==> src/rtl/mcs4_pkg.sv <==
// Shared timing defaults for the MCS-4 two-phase clock generator.
// Holds the default PHI period, both PHI low windows and the frame length.
package mcs4_pkg;

    localparam int DEF_PERIOD     = 7;
    localparam int DEF_PHI1_START = 0;
    localparam int DEF_PHI1_LEN   = 2;
    localparam int DEF_PHI2_START = 4;
    localparam int DEF_PHI2_LEN   = 2;
    localparam int DEF_STATES     = 8;

    // True when tick c falls inside the window [s, s+l-1].
    function automatic logic in_window(input int c, input int s, input int l);
        return (c >= s) && (c < s + l);
    endfunction

endpackage

==> src/rtl/mcs4_mod_counter.sv <==
// Modulo-MOD up counter with enable and synchronous active-high reset.
// Ports: clk_i, rst_i, en_i in; count (current value), wrap (en_i at MOD-1) out.
module mcs4_mod_counter #(
    parameter int MOD = 8,
    localparam int W = (MOD > 1) ? $clog2(MOD) : 1
) (
    input  logic         clk_i,
    input  logic         rst_i,
    input  logic         en_i,
    output logic [W-1:0] count,
    output logic         wrap
);

    logic [W-1:0] count_q = '0;

    assign count = count_q;
    assign wrap  = en_i && (count_q == W'(MOD - 1));

    always_ff @(posedge clk_i) begin
        if (rst_i) begin
            count_q <= '0;
        end else if (en_i) begin
            count_q <= wrap ? '0 : count_q + 1'b1;
        end
    end

endmodule

==> src/rtl/mcs4_phase_gen.sv <==
// Two-phase non-overlapping PHI1/PHI2 generator with frame SYNC and stop control.
// Ports: clk_i, rst_i (sync, active-high), run_i in; PHI1_o, PHI2_o, SYNC_o
// (active-low), state_o (subcycle index), stopped_o out. All outputs registered.
// Macro MCS4_PHASE_GEN_SYNC_EN enables the subcycle counter, SYNC_o and state_o;
// without it SYNC_o is tied high and state_o tied to zero.
module mcs4_phase_gen
    import mcs4_pkg::*;
#(
    parameter int PERIOD     = DEF_PERIOD,
    parameter int PHI1_START = DEF_PHI1_START,
    parameter int PHI1_LEN   = DEF_PHI1_LEN,
    parameter int PHI2_START = DEF_PHI2_START,
    parameter int PHI2_LEN   = DEF_PHI2_LEN,
    parameter int STATES     = DEF_STATES,
    localparam int CW = (PERIOD > 1) ? $clog2(PERIOD) : 1,
    localparam int SW = (STATES > 1) ? $clog2(STATES) : 1
) (
    input  logic          clk_i,
    input  logic          rst_i,
    input  logic          run_i,
    output logic          PHI1_o,
    output logic          PHI2_o,
    output logic          SYNC_o,
    output logic [SW-1:0] state_o,
    output logic          stopped_o
);

    if (PERIOD < 2) begin : g_bad_period
        $error("PERIOD must be at least 2");
    end
    if (STATES < 2) begin : g_bad_states
        $error("STATES must be at least 2");
    end
    if (PHI1_LEN < 1 || PHI2_LEN < 1) begin : g_bad_len
        $error("PHI window lengths must be nonzero");
    end
    if (PHI1_START < 0 || PHI1_START + PHI1_LEN > PERIOD) begin : g_bad_w1
        $error("PHI1 window exceeds the period");
    end
    if (PHI2_START < 0 || PHI2_START + PHI2_LEN > PERIOD) begin : g_bad_w2
        $error("PHI2 window exceeds the period");
    end
    if ((PHI1_START < PHI2_START + PHI2_LEN) &&
        (PHI2_START < PHI1_START + PHI1_LEN)) begin : g_overlap
        $error("PHI1 and PHI2 windows overlap");
    end

    logic [CW-1:0] cnt;
    logic          cnt_wrap;
    logic          active;
    logic          phi1_hit;
    logic          phi2_hit;

    // A stop request only takes effect once the period returns to tick 0.
    assign active   = run_i || (cnt != '0);
    assign phi1_hit = active && in_window(int'(cnt), PHI1_START, PHI1_LEN);
    assign phi2_hit = active && in_window(int'(cnt), PHI2_START, PHI2_LEN);

    mcs4_mod_counter #(.MOD(PERIOD)) u_cnt (
        .clk_i (clk_i),
        .rst_i (rst_i),
        .en_i  (active),
        .count (cnt),
        .wrap  (cnt_wrap)
    );

    logic phi1_q    = 1'b1;
    logic phi2_q    = 1'b1;
    logic stopped_q = 1'b0;

    always_ff @(posedge clk_i) begin
        if (rst_i) begin
            phi1_q    <= 1'b1;
            phi2_q    <= 1'b1;
            stopped_q <= 1'b0;
        end else begin
            phi1_q    <= !phi1_hit;
            phi2_q    <= !phi2_hit;
            stopped_q <= !active;
        end
    end

    assign PHI1_o    = phi1_q;
    assign PHI2_o    = phi2_q;
    assign stopped_o = stopped_q;

`ifdef MCS4_PHASE_GEN_SYNC_EN
    logic [SW-1:0] state;
    logic          state_wrap_unused;
    logic          sync_q  = 1'b1;
    logic [SW-1:0] state_q = '0;

    mcs4_mod_counter #(.MOD(STATES)) u_state (
        .clk_i (clk_i),
        .rst_i (rst_i),
        .en_i  (cnt_wrap),
        .count (state),
        .wrap  (state_wrap_unused)
    );

    // Registered alongside the PHI decode so SYNC_o lines up with state_o.
    always_ff @(posedge clk_i) begin
        if (rst_i) begin
            sync_q  <= 1'b1;
            state_q <= '0;
        end else begin
            sync_q  <= (state != SW'(STATES - 1));
            state_q <= state;
        end
    end

    assign SYNC_o  = sync_q;
    assign state_o = state_q;
`else
    logic cnt_wrap_unused;

    assign cnt_wrap_unused = cnt_wrap;
    assign SYNC_o  = 1'b1;
    assign state_o = '0;
`endif

endmodule

==> config.mk <==
export PLATFORM = sky130hd
export DESIGN_NAME = mcs4_phase_gen
export DESIGN_NICKNAME = d
export VERILOG_FILES = /design/src/rtl/mcs4_pkg.sv /design/src/rtl/mcs4_mod_counter.sv /design/src/rtl/mcs4_phase_gen.sv
export SDC_FILE = /design/constraint.sdc
export NUM_CORES = 1
export LEC_CHECK = 0
export CORE_AREA = 2 2 39 41
export DETAILED_ROUTE_END_ITERATION = 6
export DIE_AREA = 0 0 41 43
export HOLD_SLACK_MARGIN = 0.15
export PLACE_DENSITY = 0.52
export SETUP_SLACK_MARGIN = 0.4
export SKIP_CTS_REPAIR_TIMING = 1
export SYNTH_ARGS = -nofsm -noshare
export SYNTH_HDL_FRONTEND = slang
export SYNTH_HIERARCHICAL = 1
export SYNTH_SLANG_ARGS = --single-unit
==> constraint.sdc <==
create_clock -name clk_i -period 1.2 [get_ports clk_i]
set_input_delay 0.12 -clock clk_i [delete_from_list [all_inputs] [get_ports clk_i]]
set_output_delay 0.12 -clock clk_i [all_outputs]
set_load 0.02 [all_outputs]
; ---- After elaboration in Yosys (flattened, before gate mapping)
; Cells that the tools add are included.
[word_totals]
ff_bits = 6
input_bits = 3
output_inout_bits = 7
elab_cells = 19
[classes]
add_sub_neg = 1
n_lt_le_gt_ge = 3
eq_ne = 1
n_mux = 1
n_reduce_logical = 9
[op_table]
columns = op, n
row1 = $logic_and A1 B1 Y1, 4
row2 = $add A3 B1 Y3 const B, 1
row3 = $eq A3 B3 Y1 const B, 1
row4 = $ge A3 B3 Y1 const B, 1
row5 = $logic_not A1 Y1, 3
row6 = $lt A3 B2 Y1 const B, 1
row7 = $lt A3 B3 Y1 const B, 1
row8 = $mux W3, 1
row9 = $reduce_bool A3 Y1, 1
row10 = $logic_or A1 B1 Y1, 1

; ---- Depth between registers and ports, before layout
[logic_depth]
depth_word = 4
depth_mapped = 5
depth_no_buf = 5

; ---- Cells and area by module
; Netlist, hierarchy kept.
[by_module_without_submodules]
columns = module, n_inst, cells_each, area_each_um2, seq_area_each_um2
row1 = mcs4_mod_counter, 1, 17, 160.2, 60.1
row2 = mcs4_phase_gen, 1, 14, 131.4, 60.1

; ---- Worst setup path after synthesis
; OpenSTA, ideal clock, no wires.
[synth_timing]
path_kind = register to register
from = register u_cnt.count_q[1] (netlist: u_cnt/count[1])
to = register u_cnt.count_q[0] (netlist: u_cnt/count[0])
setup_ns = 0.070
t_arrival_ns = 1.221
required_ns = 1.130
setup_slack_ns = -0.090
path_stages_with_launch = 4
n_path_buf = 0
synth_period_minus_slack_ns = 1.290
path_cell_list = dfxtp_1 -> or4_1 -> nand2b_1 -> a21oi_1
[synth_between]
elab_chain_len = 4
word_cells_on_any_way = 5
classes_between = eq/ne (1) / mux (1) / reduce/logical (3)
[synth_rtl]
columns = item, line
row1 = "start, declared", mcs4_mod_counter.sv:14  ; logic [W-1:0] count_q = '0;
row2 = "start signal, assigned", mcs4_mod_counter.sv:23  ; count_q <= wrap ? '0 : count_q + 1'b1;
row3 = $reduce_bool A3 Y1 *, mcs4_phase_gen.sv:55  ; assign active = run_i || (cnt != '0);
row4 = $logic_or A1 B1 Y1 *, mcs4_phase_gen.sv:55
row5 = net active, mcs4_phase_gen.sv:50  ; logic active;
row6 = $logic_and A1 B1 Y1, mcs4_mod_counter.sv:17  ; assign wrap = en_i && (count_q == W'(MOD - 1));
row7 = $mux W3, mcs4_mod_counter.sv:23
; Mark *: on every way through the listed nets, which the timed path passes. The rest lies on a longest branch.
; A chain may end at the register's enable or synchronous reset.

; ---- Final worst setup path
[layout_timing]
from = register u_cnt.count_q[0] (netlist: u_cnt/count[0])
to = register u_cnt.count_q[0] (netlist: u_cnt/count[0])
; Same word-level chain as after synthesis.

==> results_tabular.tex <==
\begin{tabular}{lr}
\hline
Metric & Value \\
\hline
\multicolumn{2}{l}{\textbf{Floorplan}} \\
Number of rows in the core area & 14 \\
Die Area & 1763 sq um \\
I/O pin total & 10 \\
Core region area & 1384 sq um \\
Die Span X & 41 um \\
Effective utilization at floorplan & 20.52\% \\
Die Span Y & 43 um \\
\multicolumn{2}{l}{\textbf{Detailed routing}} \\
Via count & 227 \\
Post-detailed-route via-to-cell ratio & 3.982 \\
Post-detailed-route wirelength per cell & 9.649 um \\
Post-route DRC & 0 \\
Number of antenna-violating nets in the routed design & 0 \\
Wirelength, routed & 550 um \\
Iteration-0 DRC count of the detailed router & 2 \\
Router iterations before antenna repair & 3 \\
\multicolumn{2}{l}{\textbf{Run status}} \\
Violated checks & negative setup slack \\
Run status & finished, violations left \\
\multicolumn{2}{l}{\textbf{Cells and area}} \\
Net count, final & 48 \\
Antenna cell count & 0 \\
Share of post-route cells with drive strength above 1 & 56.10\% \\
Post-synthesis to final-layout area growth & 52.42\% \\
Final core utilization & 31.28\% \\
\multicolumn{2}{l}{\textbf{Critical path}} \\
WS Path Type & flip-flop to flip-flop \\
Arrival @ worst endpoint & 1.40 ns \\
Critical path startpoint category & flip-flop \\
Capturing element type of the critical path & flip-flop \\
Worst Path Required & 1.37 ns \\
Biggest fanout along the worst timing path & 5 \\
\multicolumn{2}{l}{\textbf{Logic synthesis}} \\
Summed instance area of the synthesized netlist & 284.0 sq um \\
Total number of yosys warnings & 6 \\
Synthesized instance count & 30 \\
Mean area per synthesized cell & 9.467 sq um \\
\multicolumn{2}{l}{\textbf{Clocking}} \\
Root cell of the clock tree & clkbuf\_4 \\
CTS H-tree lvls & 1 \\
Number of clock sinks & 6 \\
Worst skew pair latency & 0.25 ns \\
Bufs on Longest Clock Path & 2 \\
Number of buffers added by the clock tree synthesis step & 3 \\
CTS clock-pin slew for the worst setup and hold paths & 0.05 ns \\
Clock tree from TritonCTS & built \\
\multicolumn{2}{l}{\textbf{Global routing}} \\
Total GRT Usage & 7.608\% \\
Pin count of the biggest net entering global routing & 7 \\
GRT Residual Overflow & 0 \\
Vias in the first global route & 220 \\
Antenna violations before repair & 0 \\
First-pass GRT wire length & 862 um \\
\multicolumn{2}{l}{\textbf{STA}} \\
Maximum operating frequency & 814.4 MHz \\
Maximum clock skew at final layout & 0.005570 ns \\
Min Clock Period, post-route & 1.228 ns \\
Final worst setup slack & -0.02787 ns \\
Final hold slack & 0.1772 ns \\
Final setup viols & 3 \\
Hold violation total from the final report & 0 \\
Pins over their slew limit & 0 \\
RSZ-0062 raised after global routing & true \\
Final cycle utilization of the critical path & 102.3\% \\
\multicolumn{2}{l}{\textbf{Job}} \\
Max-cap violations & 0 \\
\multicolumn{2}{l}{\textbf{Power and ir drop}} \\
Leakage power total & 0.2058 nW \\
Worst supply voltage drop on vdd & 552.7 uV \\
Power density of the placed cells & 1542 nW/um\^{}2 \\
\multicolumn{2}{l}{\textbf{Placement}} \\
Gp weighted congestion & 0.6451 \\
Count of input and output buffers & 5 \\
HPWL Detailed & 396.2 um \\
Post-placement worst setup slack & -0.2925 ns \\
\multicolumn{2}{l}{\textbf{Min path}} \\
Hold Path Class & input port to flip-flop \\
\hline
\end{tabular}
## registers in the layout, indices dropped and copies added, names as in the netlist
name         cells
u_cnt/count      3
PHI2_o           1
PHI1_o           1
stopped_o        1
## report_power, final
group	total, mW	switching (mW)	internal, mW
Clock	0.184	0.0711	0.113
Sequential	0.252	0.0154	0.237
Combinational	0.231	0.116	0.115
## routing by layer
layer / track usage (%) / part of all wire [%] / vias to the layer above / wire length, um
met4: 6.000 / 0 / 0 / 0
met5: 0 / 0 / - / 0
met1: 7.643 / 40 / 102 / 222
li1: - / - / 117 / -
met2: 10.63 / 51 / 8 / 278
met3: 4.712 / 8.9 / 0 / 49
## final cells by class
type                    count  area [sq um]
clock buffers               3         22.52
inverters                   1         3.754
well taps                  16         20.02
multi-input cells          21         161.4
fillers                   153         950.9
repair buffers             10         97.59
flip-flops and latches      6         127.6
## through the flow
stage | TNS [ns] | total power [mW] | area, sq um | std cells
6_report | -0.04736 | 0.6674 | 432.9 | 57
3_3_place_gp | -0.8249 | 0.4565 | 376.6 | 54
2_1_floorplan | 0 | 0.3837 | 299.0 | 32
5_1_grt | -0.2210 | 0.7255 | 432.9 | 57
3_5_place_dp | -0.8349 | 0.4574 | 376.6 | 54
4_1_cts | -0.2857 | 0.6483 | 399.1 | 57
## path summary, 6_finish.rpt
path / from / endpoint / slack (ns) / depth (start not counted)
setup / recovery: u_cnt/count[0]$_SDFFE_PP0P_ / u_cnt/count[0]$_SDFFE_PP0P_ / -0.03 / 3
hold / removal: run_i / stopped_o$_SDFF_PP0_ / 0.18 / 3
setup reg to reg: u_cnt/count[0]$_SDFFE_PP0P_ / u_cnt/count[0]$_SDFFE_PP0P_ / -0.03 / 3
hold reg to reg: u_cnt/count[0]$_SDFFE_PP0P_ / stopped_o$_SDFF_PP0_ / 0.54 / 2
## critical path: stages (launching register included)
cell and delay, ns:
dfxtp_2 0.32, or4_4 0.55, nand2b_1 0.16, a21oi_1 0.12
## placed cells by master (no fill, tap or decap)
| cell type | count |
|---|---|
| or4_4 | 1 |
| nor3_4 | 1 |
| nand2_1 | 1 |
| buf_4 | 4 |
| nor3b_2 | 1 |
| buf_6 | 4 |
| o21ai_1 | 1 |
| a21oi_1 | 2 |
| o211a_1 | 1 |
| inv_1 | 1 |
| mux2i_1 | 1 |
| or3b_2 | 1 |
| dfxtp_2 | 6 |
| a21oi_2 | 1 |
| nand3_1 | 1 |
| nor2_1 | 1 |
| clkdlybuf4s50_1 | 1 |
| clkbuf_4 | 3 |
| nand2b_1 | 1 |
| dlymetal6s2s_1 | 1 |
| ha_1 | 2 |
| conb_1 | 4 |
| nor3_2 | 1 |
No activity file was read; power rests on OpenSTA's default activity.
